$ cat src/rtl/core_periph_demux.sv
// core_periph_demux: routes core data accesses into the cluster peripheral windows, one outstanding access.
// Optional response timeout enabled by defining PERIPH_DEMUX_TIMEOUT_EN.
package core_periph_demux_pkg;
    typedef struct packed {
        logic        req;
        logic [31:0] add;
        logic        we;
        logic [31:0] data;
        logic [3:0]  be;
    } core_data_req_t;
    typedef struct packed {
        logic        gnt;
        logic [31:0] r_data;
        logic        r_valid;
    } core_data_rsp_t;
endpackage

module core_periph_demux
    import core_periph_demux_pkg::*;
#(
    parameter int          NB_SLV         = 12,
    parameter logic [31:0] PERIPH_BASE    = 32'h1020_0000,
    parameter int          WIN_LOG2       = 10,
    parameter int          TIMEOUT_CYCLES = 255
) (
    input  logic                         clk_i,
    input  logic                         rst_i,
    input  core_data_req_t               core_req_i,
    output core_data_rsp_t               core_rsp_o,
    output core_data_req_t [NB_SLV-1:0]  slv_req_o,
    input  core_data_rsp_t [NB_SLV-1:0]  slv_rsp_i,
    output logic                         err_o
);
    localparam int IW = $clog2(NB_SLV);

    typedef enum logic [1:0] {IDLE, WAIT_RSP, ERR_RSP} state_e;

    state_e        state_q, state_d;
    logic [IW-1:0] idx_q, idx_d, sel;
    logic [31:0]   win;
    logic          mapped;
`ifdef PERIPH_DEMUX_TIMEOUT_EN
    localparam int CW = $clog2(TIMEOUT_CYCLES + 1);
    logic [CW-1:0] cnt_q, cnt_d;
`endif

    // Window 3 belongs to the event unit, which spans windows 2 and 3.
    always_comb begin
        win    = (core_req_i.add - PERIPH_BASE) >> WIN_LOG2;
        mapped = core_req_i.add >= PERIPH_BASE && win < 32'(NB_SLV - 1) && win != 32'd11;
        sel    = win == 32'd3 ? IW'(2) : IW'(win);
    end

    always_comb begin
        state_d    = state_q;
        idx_d      = idx_q;
        slv_req_o  = '0;
        core_rsp_o = '0;
        err_o      = 1'b0;
`ifdef PERIPH_DEMUX_TIMEOUT_EN
        cnt_d      = cnt_q;
`endif
        if (!rst_i) begin
            case (state_q)
                IDLE: begin
                    if (core_req_i.req && mapped) begin
                        slv_req_o[sel] = core_req_i;
                        core_rsp_o.gnt = slv_rsp_i[sel].gnt;
                        if (slv_rsp_i[sel].gnt) begin
                            state_d = WAIT_RSP;
                            idx_d   = sel;
`ifdef PERIPH_DEMUX_TIMEOUT_EN
                            cnt_d   = '0;
`endif
                        end
                    end else if (core_req_i.req) begin
                        core_rsp_o.gnt = 1'b1;
                        state_d        = ERR_RSP;
                    end
                end
                WAIT_RSP: begin
                    core_rsp_o.r_valid = slv_rsp_i[idx_q].r_valid;
                    core_rsp_o.r_data  = slv_rsp_i[idx_q].r_data;
                    if (slv_rsp_i[idx_q].r_valid) begin
                        state_d = IDLE;
                    end
`ifdef PERIPH_DEMUX_TIMEOUT_EN
                    else begin
                        cnt_d = cnt_q + 1'b1;
                        if (cnt_d == CW'(TIMEOUT_CYCLES)) state_d = ERR_RSP;
                    end
`endif
                end
                ERR_RSP: begin
                    core_rsp_o.r_valid = 1'b1;
                    core_rsp_o.r_data  = 32'hBADA_CCE5;
                    err_o              = 1'b1;
                    state_d            = IDLE;
                end
                default: state_d = IDLE;
            endcase
        end
    end

    always_ff @(posedge clk_i or posedge rst_i) begin
        if (rst_i) begin
            state_q <= IDLE;
            idx_q   <= '0;
`ifdef PERIPH_DEMUX_TIMEOUT_EN
            cnt_q   <= '0;
`endif
        end else begin
            state_q <= state_d;
            idx_q   <= idx_d;
`ifdef PERIPH_DEMUX_TIMEOUT_EN
            cnt_q   <= cnt_d;
`endif
        end
    end
endmodule

$ cat config.mk
export PLATFORM = sky130hd
export DESIGN_NAME = core_periph_demux
export DESIGN_NICKNAME = d
export VERILOG_FILES = /design/src/rtl/core_periph_demux.sv
export SDC_FILE = /design/constraint.sdc
export NUM_CORES = 1
export LEC_CHECK = 0
export BUFFER_PORTS_ARGS = -buffer_cell sky130_fd_sc_hd__buf_4
export CORE_AREA = 2 2 533 535
export CTS_CLUSTER_SIZE = 20
export DETAILED_ROUTE_END_ITERATION = 7
export DIE_AREA = 0 0 535 537
export GPL_TIMING_DRIVEN = 0
export PLACE_DENSITY = 0.3
export RECOVER_POWER = 25
export SLEW_MARGIN = 40
export SYNTH_ARGS = -nofsm -noshare
export SYNTH_HDL_FRONTEND = slang
export SYNTH_SLANG_ARGS = --single-unit
$ cat constraint.sdc
create_clock -name clk_i -period 1.9 [get_ports clk_i]
set_input_delay 0 -clock clk_i [delete_from_list [all_inputs] [get_ports clk_i]]
set_output_delay 0 -clock clk_i [all_outputs]
set_load 0.01 [all_outputs]
* Yosys cells after proc, flatten, opt, wreduce, memory -nomap -nowiden *
Index checks and enable logic that the tools add are counted.

cells by class
  mux-type cells = 22
  reduce and logical (&&, ||, !) cells = 7
  equality and inequality tests = 7
  bitwise operators = 2
  add/subtract/negate cells = 1
  $lt $le $gt $ge = 5

operators with widths
  cell                                                                                   number
  840-bit two-way mux                                                                    3
  840-bit AND                                                                            1
  70-bit demux with 4-bit select                                                         1
  34-bit binary-select mux with 4-bit select                                             2
  70-bit two-way mux                                                                     1
  34-bit two-way mux                                                                     2
  33-bit case mux with 2 select lines                                                    1
  33-bit two-way mux                                                                     1
  32-bit by 29-bit greater-or-equal comparator with 1-bit output, second input constant  1
  32-bit by 29-bit subtractor with 32-bit output, second input constant                  1
  22-bit by 2-bit == test with 1-bit output, second input constant                       1
  22-bit by 4-bit less-than comparator with 1-bit output, second input constant          1
  22-bit by 4-bit inequality test with 1-bit output, second input constant               1
  4-bit by 5-bit less-than comparator with 1-bit output, second input constant           2
  2-bit two-way mux                                                                      4
  4-bit AND reduction                                                                    2
  3-bit inequality test, second input constant                                           2
  1-bit two-way mux                                                                      5
  4-bit by 1-bit greater-or-equal comparator with 1-bit output, second input constant    1
  1-bit logical AND                                                                      4
  4-bit two-way mux                                                                      1
  2-bit case mux with 2 select lines                                                     1
  2-bit by 1-bit == test with 1-bit output, second input constant                        1
  2-bit == test, second input constant                                                   1
  other kinds (3)                                                                        3

word-level totals
  output and inout port bits = 875
  word-level logic and storage cells = 46
  input port bits = 480
  bits in registers = 6

* Logic depth before layout (Yosys ltp) *
Gate-level depths: netlist of the first run.

  depth after elaboration = 11
  mapped depth = 12
  gate-level depth less buffers = 8

* Worst setup path after synthesis of the first run *
OpenSTA, ideal clock, no wires.

  path kind = input-to-output
  start = input port core_req_i[59] (netlist name)
  end = output port slv_req_o[58] (netlist name)
  setup slack = -0.357 ns
  data required time = 1.900 ns
  path buffers = 3
  arrival time = 2.257 ns
  stages on the path = 10
  path through = buf_2 > inv_1 > ha_1 > nor4b_1 > o2111ai_1 > nor2_2 > o2111ai_4 > buf_6 > buf_2 > nor4b_1

RTL lines
  what         RTL line  source
  from (decl)  28        input core_data_req_t core_req_i,
  to (decl)    30        output core_data_req_t [NB_SLV-1:0] slv_req_o,

==> impl_metrics.py, run 1 <==
metrics = {
    "critical_path": {
        "crit_slowest_cell": "dfrtp_1",
        "cp-start-kind": "flop",
        "worstSetupStartpoint": "state_q[1]",
        "rr_worst_depth": 8,
        "cp_cell_sequence": "inv_2, ha_4, and3_4, o2111ai_4, buf_12, buf_6, nor3_4, buf_12, buf_12, clkbuf_16, and2_4, buf_6",
        "crit_required_ns": 1.90,
        "arrival_ns": 2.57,
        "worst_path_largest_cell_delay_ns": 0.40,
        "timing.rr.end": "state_q[1]",
        "path_class": "flop to output pin",
        "end_kind": "output pin",
        "worstReg2RegStart": "idx_q[0]",
        "crit_fanout": 6,
        "cpMostUsedCell": "buf_12",
        "r2r_setup_slack_ns": -0.45,
    },
    "cts": {
        "htreeDepth": 1,
        "clock_latency_ns": 0.24,
        "clk_pin_slew_ns": 0.05,
        "ctsLongestPathBuffers": 2,
        "cts_made_buffers": 3,
        "cts_tree": "built",
        "clock-root-buffer": "clkbuf_16",
        "cts_sinks": 6,
    },
    "logic_synthesis": {
        "synth_top_family_by_area": "simple AND/OR/NAND/NOR gates",
        "synth_top_cell_by_area": "and2_1",
        "synth-xor-area-share": 0,
        "synth_fa_ha_area_frac": 0.00499,
        "syn_inst": 1283,
        "synth_edf_count": 0,
        "yosysUniqueCellTypes": 52,
        "ys_seq_elements": 6,
        "yosys_warnings": 0,
        "synthFlopType": "dfrtp_1",
        "ys_seq_area_frac": 0.0150,
        "synth-compound-area-share": 0.0544,
        "synthTopCellsByArea": "and2_1, buf_4, mux4_2",
        "synthSimpleGateAreaFrac": 0.386,
        "synth_area_sq_um": 10000,
        "postSynthAreaPerCell_sq_um": 7.81,
        "async_reset_ff_frac": 1.00,
        "synth_top_area_share": 0.304,
        "synth.area.mux_share": 0.260,
    },
    "route": {
        "drcViolationCount": 0,
        "drt-total-wl_mm": 153,
        "viasPerCell": 2.33,
        "wire_per_inst_microns": 23.3,
        "dr.pass1.iters": 4,
        "drtIter0Drc": 599,
        "ant_nets": 0,
        "vias": 15300,
    },
    "timing": {
        "skew_ns": 0.00993,
        "rsz0062_at_grt": "yes",
        "tightestPinTransition_ns": 0.939,
        "setup_violations": 576,
        "fin_tns_setup_ns": -294.05,
        "finalHoldViolations": 0,
        "max_clock_freq_mhz": 389,
        "max_slew_margin": 0.374,
        "finalCritPeriodShare": 1.35,
        "hold_ws_ns": 0.372,
        "fin_crit_ns": 2.57,
        "setup_ws_ns": -0.667,
        "drv_slew": 0,
    },
    "global_route": {
        "grt_max_degree": 11,
        "grt_pass1_wl_mm": 178,
        "grt_pass1_vias": 14300,
        "antenna_found_initial": 98,
        "grt_usage": 0.0983,
        "grt-ovfl-total": 0,
    },
    "die": {
        "die_h_microns": 537,
        "die-area_sq_um": 287000,
        "initial_core_util": 0.0356,
        "core_area_sq_um": 281000,
        "io_pins": 1355,
        "die_x_microns": 535,
        "rows": 195,
    },
    "worst_hold_path": {
        "min_path_cells": 5,
        "min_path_type": "input port to flop",
        "min_from": "slv_rsp_i[271]",
        "holdPathEnd": "state_q[1]",
    },
    "cells_and_area": {
        "fillers": 32700,
        "seq_area_sq_um": 150,
        "final_common_cell": "buf_4",
        "mostFrequentLayoutCells": "buf_4, buf_6, and2_4",
        "fin_nets": 3267,
        "drive_gt1_frac": 0.777,
        "areaGrowthSynthToFinish_pct": 201,
        "multi_input_area_sq_um": 9600,
    },
    "placement": {
        "dp_hpwl_mm": 133,
        "port_buffers": 1049,
        "gp_congestion": 0.776,
    },
    "job": {
        "cap_violations": 0,
    },
    "run_status": {
        "violations": "setup timing",
        "status": "complete, but fails checks",
    },
    "pwr": {
        "powerDensity_nw_per_um2": 130,
        "ir_worst_vdd_v": 0.000194,
        "p_leak_nw": 13.4,
    },
}
==> layer usage <==
| metal | vias up | part of all wire | GRT usage |
|---|---|---|---|
| met1 | 7158 | 0.35 | 0.100 |
| met5 | - | 0.0012 | 0 |
| met2 | 1100 | 0.56 | 0.203 |
| met4 | 30 | 0.029 | 0.0169 |
| li1 | 6757 | - | - |
| met3 | 215 | 0.061 | 0.0200 |
==> layout make-up <==
type | instances | area share
sequential | 6 | 0.00498
tap | 3743 | 0.155
multi-input combinational | 1158 | 0.318
timing repair buffer | 1203 | 0.388
buffer | 402 | 0.126
clock buffer | 3 | 0.00249
inverter | 9 | 0.00166
antenna | 36 | 0.00299
==> critical path, delay by kind of cell (launching register included) <==
kind / cells / cell delay, ns
simple gates: 3 / 0.58
buf+inv: 7 / 0.96
flops: 1 / 0.40
fa+ha+maj: 1 / 0.16
compound gates: 1 / 0.19
==> how the worst max path moves through the flow <==
stage,cells past startpoint,slack (ns),to
2_1_floorplan,6,-0.11,core_rsp_o[11]
3_3_place_gp,9,-3.00,slv_req_o[150]
3_5_place_dp,12,-2.11,slv_req_o[527]
4_1_cts,14,-0.78,slv_req_o[150]
5_1_grt,15,-0.84,slv_req_o[670]
6_report,12,-0.67,slv_req_o[667]
==> logic make-up (layout without fill, tap and decap cells) <==
group | Yosys count | count (layout)
adder cells (fa/ha/maj) | 4 | 4
other | 1 | 340
AO/OA/AOI/OAI | 86 | 86
multiplexers | 137 | 137
flip-flops | 6 | 6
buffers and inverters | 422 | 1617
AND/OR/NAND/NOR | 627 | 627
==> report_power, final <==
group / internal, W / switching (W) / leakage [nW] / total, W
clock: 0.000274 / 0.000106 / 0.0372 / 0.000380
combinational: 0.00160 / 0.00176 / 13.3 / 0.00337
sequential: 0.000145 / 0.0000168 / 0.0821 / 0.000162
total: 0.00202 / 0.00188 / 13.4 / 0.00391
==> registers in the layout, summed over array words and instances (netlist names) <==
register	cells
idx_q	4
state_q	2
==> timing repair <==
| item | 4_1_cts | 5_1_grt |
|---|---|---|
| buffers inserted | 70 | 30 |
| pin swaps | 17 | 14 |
| endpoints found under the setup margin | 576 | 576 |
| endpoints found under the hold margin | 6 | 0 |
| cloned | 24 | 17 |
| hold buffers | 1 | 0 |
| gates resized for setup | 700 | 351 |
==> stage by stage <==
stage            util  total power [W]  area [sq um]  std cells  setup slack, ns
6_report        0.107          0.00391         30200       6560           -0.667
4_1_cts         0.102          0.00394         28600       6492           -0.783
3_3_place_gp   0.0868          0.00334         24400       6378            -3.00
2_1_floorplan       -          0.00148         11900       1586           -0.109
5_1_grt         0.107          0.00415         30100       6531           -0.843
3_5_place_dp   0.0877          0.00338         24700       6397            -2.11
==> Yosys cell counts (5+ instances only) <==
cell type  instances
a21oi_1           36
and2_1           487
buf_1             11
buf_2             17
buf_4            309
clkbuf_1          50
clkbuf_2          25
dfrtp_1            6
inv_1              9
mux2i_1           35
mux4_2            98
nand2_1            9
nand2b_1           6
nor2_1            51
nor2b_1            8
nor3_1            26
nor4_1            17
nor4b_1            5
o21ai_0           24
(Power assumes the default switching activity.)
==> run 2, diff against run 1 <==
--- a/config.mk
+++ b/config.mk
@@ -5,7 +5,7 @@
 export SDC_FILE = /design/constraint.sdc
 export NUM_CORES = 1
 export LEC_CHECK = 0
-export BUFFER_PORTS_ARGS = -buffer_cell sky130_fd_sc_hd__buf_4
+export BUFFER_PORTS_ARGS = -buffer_cell sky130_fd_sc_hd__buf_2
 export CORE_AREA = 2 2 533 535
 export CTS_CLUSTER_SIZE = 20
 export DETAILED_ROUTE_END_ITERATION = 7
==> run 2 against run 1 <==
- cell count rose by 0.27%
- the run still ends with setup timing left
- setup slack got worse by 0.032 ns
- first-iteration DRC count fell by 23%
- die area did not move
- critical path type unchanged
- critical path depth did not move
- register-to-register slack improved by 0.14 ns
- fmax fell by 1.2%
- global-route usage barely moved
- clock power rose by 3%
- via count rose by 2.0%
- routed wire length fell by 1.2%
- core utilization fell by 1.0 points
- largest power group unchanged
==> impl_metrics.py, run 2 (synthesis results as in run 1) <==
metrics = {
    "critical_path": {
        "arrival_ns": 2.60,
        "cpMostUsedCell": "buf_6",
        "worst_path_largest_cell_delay_ns": 0.40,
        "path_class": "flop to output pin",
        "crit_required_ns": 1.90,
        "cp-start-kind": "flop",
        "end_kind": "output pin",
        "crit_fanout": 6,
        "crit_slowest_cell": "dfrtp_1",
        "cp_cell_sequence": "inv_2, ha_4, and3_4, o2111ai_4, buf_12, buf_6, nor4_4, buf_6, buf_6, clkbuf_16, and2_4, buf_8",
    },
    "pwr": {
        "p_sw_w": 0.00185,
        "p_int_w": 0.00169,
        "combPwrFrac": 0.845,
        "powerDensity_nw_per_um2": 130,
        "ir_worst_vdd_v": 0.000211,
        "p_leak_nw": 12.8,
        "p_clk_frac": 0.110,
        "switching_share": 0.522,
        "seq_power_share": 0.045,
    },
    "cts": {
        "cts_tree": "built",
        "ctsLongestPathBuffers": 2,
        "clock_latency_ns": 0.25,
        "htreeDepth": 1,
        "clk_pin_slew_ns": 0.05,
        "cts_made_buffers": 3,
        "clock-root-buffer": "clkbuf_16",
        "cts_sinks": 6,
    },
    "route": {
        "wl_met1_mm": 52.1,
        "top_layer_used": "met5",
        "dr_wl_met3_mm": 10.1,
        "ant_nets": 0,
        "vias": 15600,
        "wl_met2_mm": 82.2,
        "drtIter0Drc": 459,
        "drt-total-wl_mm": 151,
        "wire_per_inst_microns": 23.0,
        "dr.pass1.iters": 5,
        "drcViolationCount": 0,
        "viasPerCell": 2.37,
    },
    "timing": {
        "setup_ws_ns": -0.700,
        "hold_ws_ns": 0.369,
        "fin_crit_ns": 2.60,
        "drv_slew": 0,
        "finalCritPeriodShare": 1.37,
        "max_slew_margin": 0.311,
        "setup_violations": 576,
        "tightestPinTransition_ns": 1.03,
        "rsz0062_at_grt": "yes",
        "max_clock_freq_mhz": 385,
        "skew_ns": 0.00933,
        "finalHoldViolations": 0,
    },
    "placement": {
        "gp_congestion": 0.808,
        "dp_hpwl_mm": 132,
        "postPlaceCellArea_sq_um": 22100,
        "port_buffers": 1049,
        "pre_cts_ws_ns": -2.10,
    },
    "cells_and_area": {
        "largest_register": "idx_q",
        "largest_reg_flops": 4,
        "fillers": 33000,
        "mostFrequentLayoutCells": "buf_2, buf_4, and2_4",
        "areaGrowthSynthToFinish_pct": 172,
        "final_common_cell": "buf_2",
        "top_regs": "idx_q: 4 flops, state_q: 2 flops",
        "fin_nets": 3259,
        "final_area_sq_um": 27300,
        "seq_area_sq_um": 150,
        "multi_input_area_sq_um": 9340,
        "fin_util": 0.0970,
        "drive_gt1_frac": 0.744,
    },
    "die": {
        "rows": 195,
        "die_h_microns": 537,
        "core_area_sq_um": 281000,
        "io_pins": 1355,
        "die_x_microns": 535,
        "initial_core_util": 0.0356,
        "die-area_sq_um": 287000,
    },
    "global_route": {
        "grt-ovfl-total": 0,
        "grt_pass1_vias": 14500,
        "grt_max_degree": 11,
        "grt_usage": 0.0981,
        "grt_pass1_wl_mm": 178,
        "antenna_found_initial": 159,
    },
    "run_status": {
        "violations": "setup timing",
        "status": "complete, but fails checks",
    },
    "worst_hold_path": {
        "min_path_type": "input port to flop",
    },
    "job": {
        "cap_violations": 0,
    },
}
run 2: changes by cell type in the layout (fill, tap and decap cells not counted), sizes merged:
cell    previous run  this run
clkbuf            80        83
bufbuf             2         0
buf             1524      1515
diode             36        62
run 2: timing repair:
item	in CTS	in global routing
hold buffers	1	0
gates resized for setup	623	224
setup buffers	86	14
endpoints found under the hold margin	6	0
setup endpoints to repair	576	576
pin swaps	18	11
gates cloned	25	5
run 2: worst paths after layout:
kind | start | end | slack, ns | depth (start not counted)
min reg2reg | state_q[1] | state_q[1] | 0.75 | 3
min in group asynchronous | rst_i | idx_q[3] | 0.59 | 3
min | slv_rsp_i[271] | state_q[1] | 0.37 | 5
max | state_q[0] | slv_req_o[75] | -0.70 | 12
max reg2reg | idx_q[0] | state_q[1] | -0.31 | 7
max in group asynchronous | rst_i | idx_q[2] | 1.00 | 3
run 2: power by group through the flow:
stage               Sequential [W]  Combinational, W  Clock, W
floorplan                 0.000159           0.00132         0
global placement          0.000165           0.00280         0
detailed placement        0.000166           0.00285         0
CTS                       0.000159           0.00301  0.000406
global route              0.000162           0.00320  0.000418
finish                    0.000160           0.00299  0.000390
run 2: per-stage QoR:
stage | total power, W | instances | setup TNS [ns]
6_report | 0.00354 | 6578 | -299.60
5_1_grt | 0.00378 | 6536 | -391.39
4_1_cts | 0.00358 | 6510 | -337.91
3_5_place_dp | 0.00301 | 6398 | -868.07
3_3_place_gp | 0.00297 | 6378 | -1222.23
2_1_floorplan | 0.00148 | 1586 | -30.83
run 2: critical path: cells and delay by family, from the launching register on:
family	cells	cell delay, ns
flops	1	0.40
buf+inv	7	0.99
compound gates	1	0.16
simple gates	3	0.63
fa+ha+maj	1	0.15
run 2: area by class of cell:
type                       count  share of cell area
multi-input combinational   1158               0.342
timing repair buffer        1191               0.331
tap                         3743               0.172
buffer                       406               0.139
antenna                       62             0.00568
sequential                     6             0.00550
clock buffer                   3             0.00275
inverter                       9             0.00183
run 2: layer usage:
metal | vias to the layer above | track usage
met5 | - | 0
met2 | 1222 | 0.196
li1 | 6788 | -
met3 | 305 | 0.0208
met4 | 48 | 0.0298
met1 | 7201 | 0.0998
